[config.mk]
export PLATFORM = sky130hd
export DESIGN_NAME = lsu_split_access
export DESIGN_NICKNAME = d
export VERILOG_FILES = /design/src/rtl/lsu_pkg.sv /design/src/rtl/lsu_align.sv /design/src/rtl/lsu_split_access.sv
export SDC_FILE = /design/constraint.sdc
export NUM_CORES = 1
export LEC_CHECK = 0
export ABC_AREA = 1
export ABC_CLOCK_PERIOD_IN_PS = 4900
export CORE_ASPECT_RATIO = 1.75
export CORE_MARGIN = 4
export CORE_UTILIZATION = 55
export CTS_CLUSTER_SIZE = 28
export DETAILED_ROUTE_END_ITERATION = 6
export PLACE_DENSITY = 0.84
export SKIP_LAST_GASP = 1
export SLEW_MARGIN = 20
export SYNTH_ARGS = -nofsm -noshare
export SYNTH_HDL_FRONTEND = slang
export SYNTH_SLANG_ARGS = --single-unit
[constraint.sdc]
create_clock -name clk -period 4.9 [get_ports clk]
set_input_delay 0.735 -clock clk [delete_from_list [all_inputs] [get_ports clk]]
set_output_delay 0.735 -clock clk [all_outputs]
set_load 0.02 [all_outputs]
[src/rtl/lsu_pkg.sv]
// Shared types for the split-access load/store unit: access size, FSM states,
// and width helpers derived from XLEN.
package lsu_pkg;

    typedef enum logic [1:0] {
        SZ_B = 2'd0,
        SZ_H = 2'd1,
        SZ_W = 2'd2,
        SZ_D = 2'd3
    } lsu_size_e;

    typedef enum logic [2:0] {
        ST_IDLE  = 3'd0,
        ST_REQ0  = 3'd1,
        ST_WAIT0 = 3'd2,
        ST_REQ1  = 3'd3,
        ST_WAIT1 = 3'd4,
        ST_RESP  = 3'd5
    } lsu_state_e;

    localparam int BYTE_W = 8;

    function automatic int lsu_bl(input int xlen);
        return xlen / BYTE_W;
    endfunction

    function automatic int lsu_off_w(input int xlen);
        return $clog2(xlen / BYTE_W);
    endfunction

endpackage

[src/rtl/lsu_align.sv]
// Byte-lane mask/data placement for both bus beats and load merge with
// sign/zero extension; purely combinational.
module lsu_align
    import lsu_pkg::*;
#(
    parameter int XLEN  = 32,
    parameter int BL    = XLEN / 8,
    parameter int OFF_W = $clog2(XLEN / 8)
) (
    input  logic [OFF_W-1:0] off,
    input  lsu_size_e        size,
    input  logic             uns,
    input  logic [XLEN-1:0]  st_data,
    input  logic [XLEN-1:0]  ld_beat0,
    input  logic [XLEN-1:0]  ld_beat1,
    output logic [BL-1:0]    mask0,
    output logic [BL-1:0]    mask1,
    output logic [XLEN-1:0]  st_lane0,
    output logic [XLEN-1:0]  st_lane1,
    output logic [XLEN-1:0]  ld_data
);

    localparam logic [2*BL-1:0] ONE2 = 1;

    logic [2*BL-1:0]   m2;
    logic [2*XLEN-1:0] w2;
    logic [2*XLEN-1:0] r2;
    logic [7:0]        byte_v;
    logic              sgn;
    int                n;

    // Double-width shifts: the upper half is exactly what spills into beat 1.
    always_comb begin
        n      = 1 << size;
        m2     = ((ONE2 << n) - ONE2) << off;
        w2     = {{XLEN{1'b0}}, st_data} << (8 * off);
        r2     = {ld_beat1, ld_beat0} >> (8 * off);
        sgn    = 1'b0;
        byte_v = 8'h00;
        for (int b = 0; b < BL; b++) begin
            byte_v = r2[8*b +: 8];
            if (b == n - 1) sgn = byte_v[7] & ~uns;
        end
        for (int b = 0; b < BL; b++) begin
            ld_data[8*b +: 8] = (b < n) ? r2[8*b +: 8] : {8{sgn}};
        end
        mask0    = m2[BL-1:0];
        mask1    = m2[2*BL-1:BL];
        st_lane0 = w2[XLEN-1:0];
        st_lane1 = w2[2*XLEN-1:XLEN];
    end

endmodule

[src/rtl/lsu_split_access.sv]
// Multi-cycle LSU: registers one request, issues one or two bus beats on a
// req/gnt/rvalid port, merges split loads and returns a single response.
module lsu_split_access
    import lsu_pkg::*;
#(
    parameter int XLEN             = 32,
    parameter int ADDR_W           = 32,
    parameter bit ALLOW_MISALIGNED = 1'b1
) (
    input  logic                   clk,
    input  logic                   rst_n,
    input  logic                   req_valid,
    output logic                   req_ready,
    input  logic                   req_we,
    input  logic [1:0]             req_size,
    input  logic                   req_uns,
    input  logic [ADDR_W-1:0]      req_addr,
    input  logic [XLEN-1:0]        req_wdata,
    output logic                   resp_valid,
    output logic [XLEN-1:0]        resp_rdata,
    output logic                   resp_err,
    output logic                   mem_req,
    output logic                   mem_we,
    output logic [ADDR_W-1:0]      mem_addr,
    output logic [XLEN/8-1:0]      mem_mask,
    output logic [XLEN-1:0]        mem_wdata,
    input  logic                   mem_gnt,
    input  logic                   mem_rvalid,
    input  logic [XLEN-1:0]        mem_rdata
);

    localparam int BL    = lsu_bl(XLEN);
    localparam int OFF_W = lsu_off_w(XLEN);
    localparam int CW    = OFF_W + 4;

    lsu_state_e        state_q, state_d;
    logic              we_q, we_d, uns_q, uns_d, err_q, err_d;
    lsu_size_e         size_q, size_d;
    logic [ADDR_W-1:0] addr_q, addr_d;
    logic [XLEN-1:0]   wdata_q, wdata_d, beat0_q, beat0_d, rdata_q, rdata_d;

    logic [CW-1:0]     n_in;
    logic              mis_in, err_in, cross_q, beat1;
    logic [BL-1:0]     mask0, mask1;
    logic [XLEN-1:0]   st_lane0, st_lane1, ld_beat0, ld_data;
    logic [ADDR_W-1:0] base_addr;

    lsu_align #(.XLEN(XLEN)) u_align (
        .off      (addr_q[OFF_W-1:0]),
        .size     (size_q),
        .uns      (uns_q),
        .st_data  (wdata_q),
        .ld_beat0 (ld_beat0),
        .ld_beat1 (mem_rdata),
        .mask0    (mask0),
        .mask1    (mask1),
        .st_lane0 (st_lane0),
        .st_lane1 (st_lane1),
        .ld_data  (ld_data)
    );

    assign ld_beat0 = (state_q == ST_WAIT1) ? beat0_q : mem_rdata;

    always_comb begin
        state_d = state_q;
        we_d    = we_q;
        uns_d   = uns_q;
        size_d  = size_q;
        addr_d  = addr_q;
        wdata_d = wdata_q;
        beat0_d = beat0_q;
        rdata_d = rdata_q;
        err_d   = err_q;
        n_in    = CW'(1) << req_size;
        mis_in  = |(CW'(req_addr[OFF_W-1:0]) & (n_in - CW'(1)));
        err_in  = (req_size == SZ_D && XLEN == 32) || (mis_in && !ALLOW_MISALIGNED);
        cross_q = (CW'(addr_q[OFF_W-1:0]) + (CW'(1) << size_q)) > CW'(BL);
        case (state_q)
            ST_IDLE: if (req_valid) begin
                we_d    = req_we;
                uns_d   = req_uns;
                size_d  = lsu_size_e'(req_size);
                addr_d  = req_addr;
                wdata_d = req_wdata;
                err_d   = err_in;
                rdata_d = '0;
                state_d = err_in ? ST_RESP : ST_REQ0;
            end
            ST_REQ0: if (mem_gnt) state_d = ST_WAIT0;
            ST_WAIT0: if (mem_rvalid) begin
                beat0_d = mem_rdata;
                if (cross_q) begin
                    state_d = ST_REQ1;
                end else begin
                    state_d = ST_RESP;
                    rdata_d = we_q ? '0 : ld_data;
                end
            end
            ST_REQ1: if (mem_gnt) state_d = ST_WAIT1;
            ST_WAIT1: if (mem_rvalid) begin
                state_d = ST_RESP;
                rdata_d = we_q ? '0 : ld_data;
            end
            ST_RESP: begin
                state_d = ST_IDLE;
                rdata_d = '0;
                err_d   = 1'b0;
            end
            default: state_d = ST_IDLE;
        endcase
    end

    always_ff @(posedge clk or negedge rst_n) begin
        if (!rst_n) begin
            state_q <= ST_IDLE;
            we_q    <= 1'b0;
            uns_q   <= 1'b0;
            size_q  <= SZ_B;
            addr_q  <= '0;
            wdata_q <= '0;
            beat0_q <= '0;
            rdata_q <= '0;
            err_q   <= 1'b0;
        end else begin
            state_q <= state_d;
            we_q    <= we_d;
            uns_q   <= uns_d;
            size_q  <= size_d;
            addr_q  <= addr_d;
            wdata_q <= wdata_d;
            beat0_q <= beat0_d;
            rdata_q <= rdata_d;
            err_q   <= err_d;
        end
    end

    // Bus fields come only from registered request state, so they hold until gnt.
    assign base_addr  = {addr_q[ADDR_W-1:OFF_W], {OFF_W{1'b0}}};
    assign beat1      = (state_q == ST_REQ1);
    assign mem_req    = (state_q == ST_REQ0) || beat1;
    assign mem_we     = mem_req && we_q;
    assign mem_addr   = mem_req ? (base_addr + (beat1 ? ADDR_W'(BL) : '0)) : '0;
    assign mem_mask   = mem_req ? (beat1 ? mask1 : mask0) : '0;
    assign mem_wdata  = mem_req ? (beat1 ? st_lane1 : st_lane0) : '0;
    assign req_ready  = (state_q == ST_IDLE);
    assign resp_valid = (state_q == ST_RESP);
    assign resp_rdata = rdata_q;
    assign resp_err   = err_q;

endmodule

# == Word level (Yosys, flattened, before mapping) ==
# Cells that the tools add are included.
# op_classes
n_addsub,4
order_cmp,5
eq_ne,15
n_shift,6
muxes,31
n_bitwise,5
n_reduce_logical,11
# ops
op,count
$mux W32,9
$pmux W32 S4,1
$eq A3 B32 Y1 const A,2
$lt A3 B32 Y1 const A,2
$shl A32 B5 Y64,1
$shr A64 B5 Y32,1
$add A32 B3 Y32,1
$eq A2 B32 Y1 const A,1
$logic_not A32 Y1,1
$lt A1 B32 Y1 const A,1
$lt A2 B32 Y1 const A,1
$mux W8,4
$shl A1 B2 Y32 const A,1
$shl A1 B32 Y8 const A,1
$sub A32 B2 Y32 const B,1
$mux W3,8
$pmux W3 S5,1
$ne A2 B2 Y1 const B,6
$reduce_and A5 Y1,2
$mux W4,2
$shl A8 B2 Y8,1
$sub A8 B1 Y8 const B,1
$add A2 B6 Y6,1
$eq A3 B2 Y1 const B,2
15 further kinds,25
# word_totals
reg_bits,136
inputBits,105
output_inout_bits,105
word_cells,86

# == Depth between registers and ports, before layout ==
# Gate-level depths: netlist of the first run.
# logic_depth
ltp_word,13
mapped_depth,18
depth_no_buf,15

# == Modules after synthesis ==
# Synthesis of the first run repeated with hierarchy kept, for this count alone.
# unflattened
hier_cells,1560
hier_area_um2,9882.0
# modules_own_cells
module,instances,cells_per_inst,area_per_inst_um2,seq_area_each_um2
lsu_split_access,1,1121,7698.6,3403.3
lsu_align,1,439,2183.3,0.0

# == Worst setup path after synthesis of the first run ==
# OpenSTA, ideal clock, no wires.
# synth_timing
kind,register -> output
startpoint,register state_q[2]
endpoint,output mem_addr[28]
arrival_ns,2.807
t_required_ns,4.165
slack_ns,1.358
stages_incl_launch_ff,14
n_path_buf,2
cell_sequence,dfrtp_1 > buf_4 > nor2_2 > inv_2 > nor2_1 > clkbuf_1 > ha_1 > ha_1 > nand3_1 > nor3_1 > nand4_1 > nor4_1 > xnor2_1 > nor2_1
# synth_between
elab_chain_len,4
elab_cells_between_ends,6
cone_classes,add/sub: 1; eq/ne: 2; mux: 2; reduce/logical: 1
# synth_lines
element,line,rtl
"start, declared",lsu_split_access.sv:36,"lsu_state_e state_q, state_d;"
"start signal, assigned",lsu_split_access.sv:125,state_q <= state_d;
$eq A3 B2 Y1,lsu_split_access.sv:139,assign beat1 = (state_q == ST_REQ1);
$mux W3,lsu_split_access.sv:142,assign mem_addr = mem_req ? (base_addr + (beat1 ? ADDR_W'(BL) : '0)) : '0;
$add A32 B3 Y32,lsu_split_access.sv:142,
$mux W32 (*),lsu_split_access.sv:142,
"end, declared",lsu_split_access.sv:24,"output logic [ADDR_W-1:0] mem_addr,"
# Every way passes the cells marked *; elsewhere a longest branch is shown, timed or not.

# == Final worst setup path of the first run ==
# layout_timing
startpoint,register state_q[0]
endpoint,output mem_addr[28]
# The elaborated chain is that of the path after synthesis.

==> results.md, run 1 <==
* Status: completed
* Clock tree sinks at 136
* WP buf/inv at 3
* Cell count along the critical path at 13
* Initial Util at 0.560
* Final critical-path required period at ~4.7 ns
* DRT iter0 DRCs at 684
* RSZ-0062 raised after global routing: no
* Pleak at around 0.0053 µW
* Clock slew at reported path FFs at ~0.070 ns
* I/O Pins at 210
* Drt pass-1 iters at 6
* Top post-synthesis cells by area: dfrtp_1 (39%), nand2_1 (13%), o21ai_0 (6.7%)
* CP Max Fanout at 12
* F_max at 0.214 GHz
* FILL cells at 1,276
* Post-synth ARST share at 1.00
* Post-Syn Instances at between 1,000 and 1,500
* Crit. End Element: primary output
* PD cells at ~690 nW/µm²
* CTS max path bufs at 2
* Met1 usage at 0.347
* Total GRT Usage at 0.333
* Reg-to-reg startpoint: addr_q[0]
* Maxcap violations at 0
* Initial antenna violation count at 0
* Rel. slew slack at 0.232
* DR vias/cell at roughly 5.7
* Core area at 15,400 µm²
* Worst-Margin Slew at ~1.1 ns
* Crit-path max cell delay at between 0.6 and 0.7 ns
* # DRC at 0
* Final setup viols at 0
* Yosys synthesis warning count at 0
* Largest net degree at the start of global routing at 76
* Port Buf Inserts at 207
* Final Util at 0.733
* Met2 Resource Use GR at 0.583
* CP max-delay cell: clkdlybuf4s50_1
* FF-to-FF setup slack at roughly 1.4 ns
* First-pass GRT wire length at between 40 and 50 mm
* Final Wtd Congestion at between 0.9 and 1
* Post-CTS Resized at 0
* Top cells by count, synth: nand2_1 (290), nor2_1 (146), dfrtp_1 (136)
* Final Cycle Share at 0.952
* CP Launch Type: register
* Mean post-synth cell area at 7.15 µm²
* Worst r2r dst: resp_rdata[0]
* Hold Crit Class: in -> async
* Top FF cell, synth: dfrtp_1
* # H-tree levels at 4
* Worst Setup SP: state_q[0]
* Wirelength, routed at between 20 and 30 mm
* Count leader, synth: nand2_1
* Post-synth top area share at 0.395
* Layout area overhead at 30.9%
* Register area share after synthesis at 0.395
* Chip width at 103 µm
* CTS tree: yes
* Required time worst endpoint at 4.16 ns
* Largest area contributor in the netlist: dfrtp_1
* Final Skew at 0.0165 ns
* Post-CTS Hold Fix Bufs at 0
* Post-Route Setup TNS at 0 ns
* WS Path Type: reg -> out
* WHS at 0.244 ns
* Synthesized cell area at 8620 µm²
* Most used routing layer: met2
* Final net count at 1,487
* Vias in the first global route at around 9,000
* Met3 Resource Use GR at 0.0632
* Routed Antenna Nets at 0
* Setup bufs post-CTS at 0
* Delay-heaviest family, CP: simple AND/OR/NAND/NOR gates
* Antenna Cells at 0
* GRT overflow at 0
* Arr. time, crit path at 3.93 ns
* Worst VDD drop at between 0.4 and 0.5 mV
* Flops & latches, synth at roughly 140
* Die Y at 174 µm
* WL per Instance at approximately 19 µm
* Full die area at roughly 18,000 µm²
* Layout cell share with drive strength beyond 1 at 0.0778
* Final hold violations at 0
* Slew Viols, Final at 0
* Clock root buffer: clkbuf_16
* EDFF count, synth at 0
* Cts bufs inserted at 17
* Std-Cell Rows at 60
* Via count at about 9,000
* HPWL Detailed at approximately 21 mm
* Netlist cell types at 43
* End of the critical path: mem_addr[28]
* Cell Chain, Critical Path: inv_1, nor2_2, inv_2, nor2_1, ha_1, ha_1, nand3_1, nor3_1, nand4_1, nor4_1, xnor2_1, nor2_1, clkdlybuf4s50_1
* FF-to-FF path depth at 10
* Clk_lat worst skew at about 0.43 ns
[area by class of cell]
cell class | count | area [µm²] | share of cell area
Inverter | 123 | 462 | 0.0409
Sequential cell | 136 | 3400 | 0.302
Clock buffer | 18 | 439 | 0.0389
Timing Repair Buffer | 220 | 2170 | 0.192
Multi-Input combinational cell | 878 | 4410 | 0.391
Clock inverter | 14 | 160 | 0.0142
Tap cell | 186 | 233 | 0.0206
[worst min path at each step]
| stage | start | end | slack [ns] | depth (start not counted) |
|---|---|---|---|---|
| 2_1_floorplan | rst_n | addr_q[0] | 0.44 | 0 |
| 3_3_place_gp | beat0_q[15] | beat0_q[15] | 0.46 | 2 |
| 3_5_place_dp | resp_rdata[21] | resp_rdata[21] | 0.46 | 2 |
| 4_1_cts | rst_n | beat0_q[21] | 0.26 | 1 |
| 5_1_grt | rst_n | beat0_q[21] | 0.28 | 1 |
| 6_report | rst_n | beat0_q[29] | 0.24 | 1 |
[power breakdown]
part | switching, µW | internal [µW] | total [µW]
logic | 2760 | 1660 | 4430
registers | 406 | 1600 | 2010
clock network | 564 | 776 | 1340
total | 3730 | 4040 | 7780
[worst register-to-register path: cells and delay by family, from the launching register on]
family                     cells  cell delay [ns]
adders and majority gates      2             0.47
and+or+nand+nor                6             1.57
buffers and inverters          1             0.49
AOI/OAI and AO/OA              1             0.20
DFF                            1             0.76
[metrics by stage]
step	power [µW]	setup WS (ns)	cell area, µm²	std cells
after floorplan	4730	1.36	8620	1206
after global placement	6310	0.875	10700	1543
after CTS	7730	0.341	11300	1575
after global routing	8270	0.000620	11300	1575
final	7780	0.236	11300	1575
after detailed placement	6380	0.791	10700	1543
[sequential cells by signal, indices dropped and copies added (netlist names)]
signal      flops
size_q          2
resp_err        1
uns_q           1
addr_q         32
resp_rdata     32
beat0_q        32
we_q            1
wdata_q        32
state_q         3
[cell usage in the layout (no fill, tap or decap), types with 4 or more instances in the layout]
master	netlist	routed
buf_4	6	13
nor2_1	146	146
nand2_1	290	289
nor4_1	7	7
a221oi_1	14	14
o21ai_0	115	115
a31oi_1	5	5
ha_1	6	6
clkdlybuf4s50_1	0	206
nand3_1	48	48
o211ai_1	9	9
clkbuf_16	0	17
dfrtp_1	136	135
inv_6	0	7
mux2_2	38	38
nand4_1	7	7
xnor2_1	6	6
nor2_2	4	4
nor3_1	27	27
o22ai_1	9	9
a21oi_1	89	89
xor2_1	9	9
o21ai_1	20	20
inv_1	120	120
[routing by layer]
metal	wire length, µm	part of all wire	vias up
li1	-	-	4287
met1	9870	0.34	4215
met2	15300	0.52	419
met3	2100	0.071	126
met4	2150	0.073	0
met5	0	0	-
[logic make-up after synthesis]
kind of cell | synth area share
AND/OR/NAND/NOR | 0.262
AO/OA/AOI/OAI | 0.175
buffers and inverters | 0.0944
flip-flops | 0.395
multiplexers | 0.0497
XOR/XNOR | 0.0152
adder cells (fa/ha/maj) | 0.00871
other | 0.000435
(Power assumes the default switching activity.)
==> run 2: changes to the inputs <==
Settings changed: CTS_CLUSTER_DIAMETER set to 30.
==> results of run 2 <==
The final DEF is identical to that of run 1; final timing and power are the same.
==> run 3: changes to the inputs <==
Settings changed: CORE_UTILIZATION 55 to 28, PLACE_DENSITY 0.84 to 0.46.
==> run 3 against run 2 <==
Register-to-register slack worse by 0.11 ns. Sequential share of layout area is 0.74 points lower. Sequential power hardly changed. Clock skew fell by 0.0032 ns. Routed wire length grew 14%. Count of clock-buffer cells in the layout did not move. Via count is 2.6% lower. Cell area rose by 2.5%. Sequential cell count unchanged.
==> results.md, run 3 (synthesis gave the netlist of run 1 again) <==
* Final hold violations at 0 (unchanged)
* Core area at 30,200 µm² (+96%)
* Clock tree sinks at 136 (unchanged)
* Post-Route Setup TNS at 0 ns (unchanged)
* Routed Antenna Nets at 0 (unchanged)
* Pleak at 0.00532 µW (about the same)
* Layout area overhead at 34.2%
* Final Skew at 0.0133 ns (-0.00320 ns)
* Antenna Cells at 0 (unchanged)
* WHS at 0.266 ns (+0.0222 ns)
* Via count at 8,815 (-2.6%)
* DRT iter0 DRCs at 511 (-25%)
* HPWL Detailed at 25.3 mm (+18%)
* Wirelength, routed at 33.6 mm (+14%)
* Most frequent cells in the layout: nand2_1 (289), clkdlybuf4s50_1 (206), nor2_1 (145)
* # DRC at 0 (unchanged)
* Clock root buffer: clkbuf_16
* Hold Crit Class: in -> async
* WL per Instance at 18.9 µm (+1.2%)
* Most used routing layer: met2
* Final net count at 1,490 (+0.20%)
* Chip width at 141 µm (+37%)
* Clk_lat worst skew at 0.45 ns (+0.02 ns)
* Layout cell share with drive strength beyond 1 at 0.0812 (+0.00342)
* Crit. End Element: primary output
* P_sw at 3800 µW (+1.8%)
* CP Max Fanout at 12 (unchanged)
* CP Launch Type: register
* Maxcap violations at 0 (unchanged)
* Cts bufs inserted at 17 (unchanged)
* Clock slew at reported path FFs at 0.06 ns (about the same)
* Drt pass-1 iters at 5 (-1)
* Initial antenna violation count at 0 (unchanged)
* Met1 usage at 0.202 (-0.145)
* WS Path Type: reg -> out
* Reg-to-reg startpoint: addr_q[0]
* Met2 Resource Use GR at 0.393 (-0.190)
* First-pass GRT wire length at 51.4 mm (+12%)
* Worst r2r dst: resp_rdata[9]
* Combinational Power Share at 0.575 (+0.006)
* FF-to-FF path depth at 10 (unchanged)
* Final Wtd Congestion at 0.914 (-2.3%)
* Worst Setup SP: state_q[0]
* Clk pwr share at 0.172 (about the same)
* Met3 Resource Use GR at 0.0370 (-0.0262)
* Final critical-path required period at 4.61 ns (-0.0504 ns)
* Required time worst endpoint at 4.16 ns (about the same)
* End of the critical path: mem_addr[28]
* Vias in the first global route at 9,098 (-1.2%)
* Sequential power share at 0.253 (-0.005)
* Rel. slew slack at 0.337 (+0.104)
* FF-to-FF setup slack at 1.25 ns (-0.11 ns)
* F_max at 0.217 GHz (+1.1%)
* # H-tree levels at 4 (unchanged)
* RSZ-0062 raised after global routing: no
* Largest net degree at the start of global routing at 67 (-12%)
* Post-layout instance area at 11,600 µm² (+2.5%)
* Initial Util at 0.286 (-0.274)
* Std-Cell Rows at 84 (+40%)
* CTS tree: yes
* DR vias/cell at 4.96 (-14%)
* Placed cells at 1,747 (+13%)
* GRT overflow at 0 (unchanged)
* Slew Viols, Final at 0 (unchanged)
* Arr. time, crit path at 3.88 ns (-0.05 ns)
* Switch share at 0.483 (+0.00300)
* PD cells at 680 nW/µm² (-1.3%)
* Final Cycle Share at 0.942 (-0.0103)
* Design internal power at 4060 µW (+0.54%)
* Status: completed
* Port Buf Inserts at 207 (unchanged)
* I/O Pins at 210 (unchanged)
* Total GRT Usage at 0.198 (-0.134)
* CTS max path bufs at 2 (unchanged)
* Placed cell area at 11,000 µm² (+2.6%)
* Final setup viols at 0 (unchanged)
* Die Y at 240 µm (+38%)
* Setup bufs post-CTS at 0 (unchanged)
* Full die area at 33,800 µm² (+90%)
* Final Non-Filler Cells at 1,779 (+13%)
* Worst-Margin Slew at 0.993 ns (-0.154 ns)
* Worst VDD drop at 0.372 mV (-11%)
* Commonest non-fill, non-tap cell in the layout: nand2_1
run 3: cell type report:
| class | instances | area [µm²] |
|---|---|---|
| Clock buffer | 18 | 439 |
| Timing Repair Buffer | 223 | 2190 |
| Inverter | 123 | 462 |
| Tap cell | 387 | 484 |
| Fill cell | 3199 | 18600 |
| Sequential cell | 136 | 3400 |
| Clock inverter | 14 | 161 |
| Multi-Input combinational cell | 878 | 4420 |
run 3: critical path, stage by stage (launching register included):
cell and delay, ns:
dfrtp_1 0.39, inv_1 0.11, nor2_2 0.09, buf_4 0.19
inv_2 0.05, nor2_1 0.08, buf_4 0.20, ha_1 0.19
ha_1 0.18, nand3_1 0.27, nor3_2 0.26, nand4_1 0.18
nor4_1 0.39, xnor2_1 0.11, nor2_1 0.11, clkdlybuf4s50_1 0.62
run 3: layer usage:
| layer | wire, µm | vias up |
|---|---|---|
| met5 | 0 | - |
| met3 | 1490 | 55 |
| li1 | - | 4291 |
| met4 | 1150 | 0 |
| met1 | 11800 | 4183 |
| met2 | 19200 | 286 |
run 3: power by group through the flow:
stage | registers (µW) | clock network [µW] | logic, µW
global placement | 2000 | 0 | 4530
global route | 2050 | 1440 | 4960
CTS | 1990 | 1390 | 4570
finish | 1990 | 1350 | 4520
floorplan | 1960 | 0 | 2770
detailed placement | 2010 | 0 | 4550
run 3: timing repair:
action,CTS,global route
resized for setup,0,1
hold buffers,0,0
setup endpoints to repair,0,3
run 3: how the worst min path moves through the flow:
stage | endpoint
finish | addr_q[15]
global route | addr_q[15]
CTS | addr_q[15]
detailed placement | beat0_q[15]
global placement | resp_rdata[17]
floorplan | addr_q[0]
run 3: metrics by stage:
step	power [µW]	util	setup slack, ns
after detailed placement	6560	0.363	0.642
final	7860	0.383	0.286
after global placement	6540	0.363	0.668
after CTS	7950	0.383	0.137
after global routing	8450	0.383	0.0197
after floorplan	4730	-	1.36
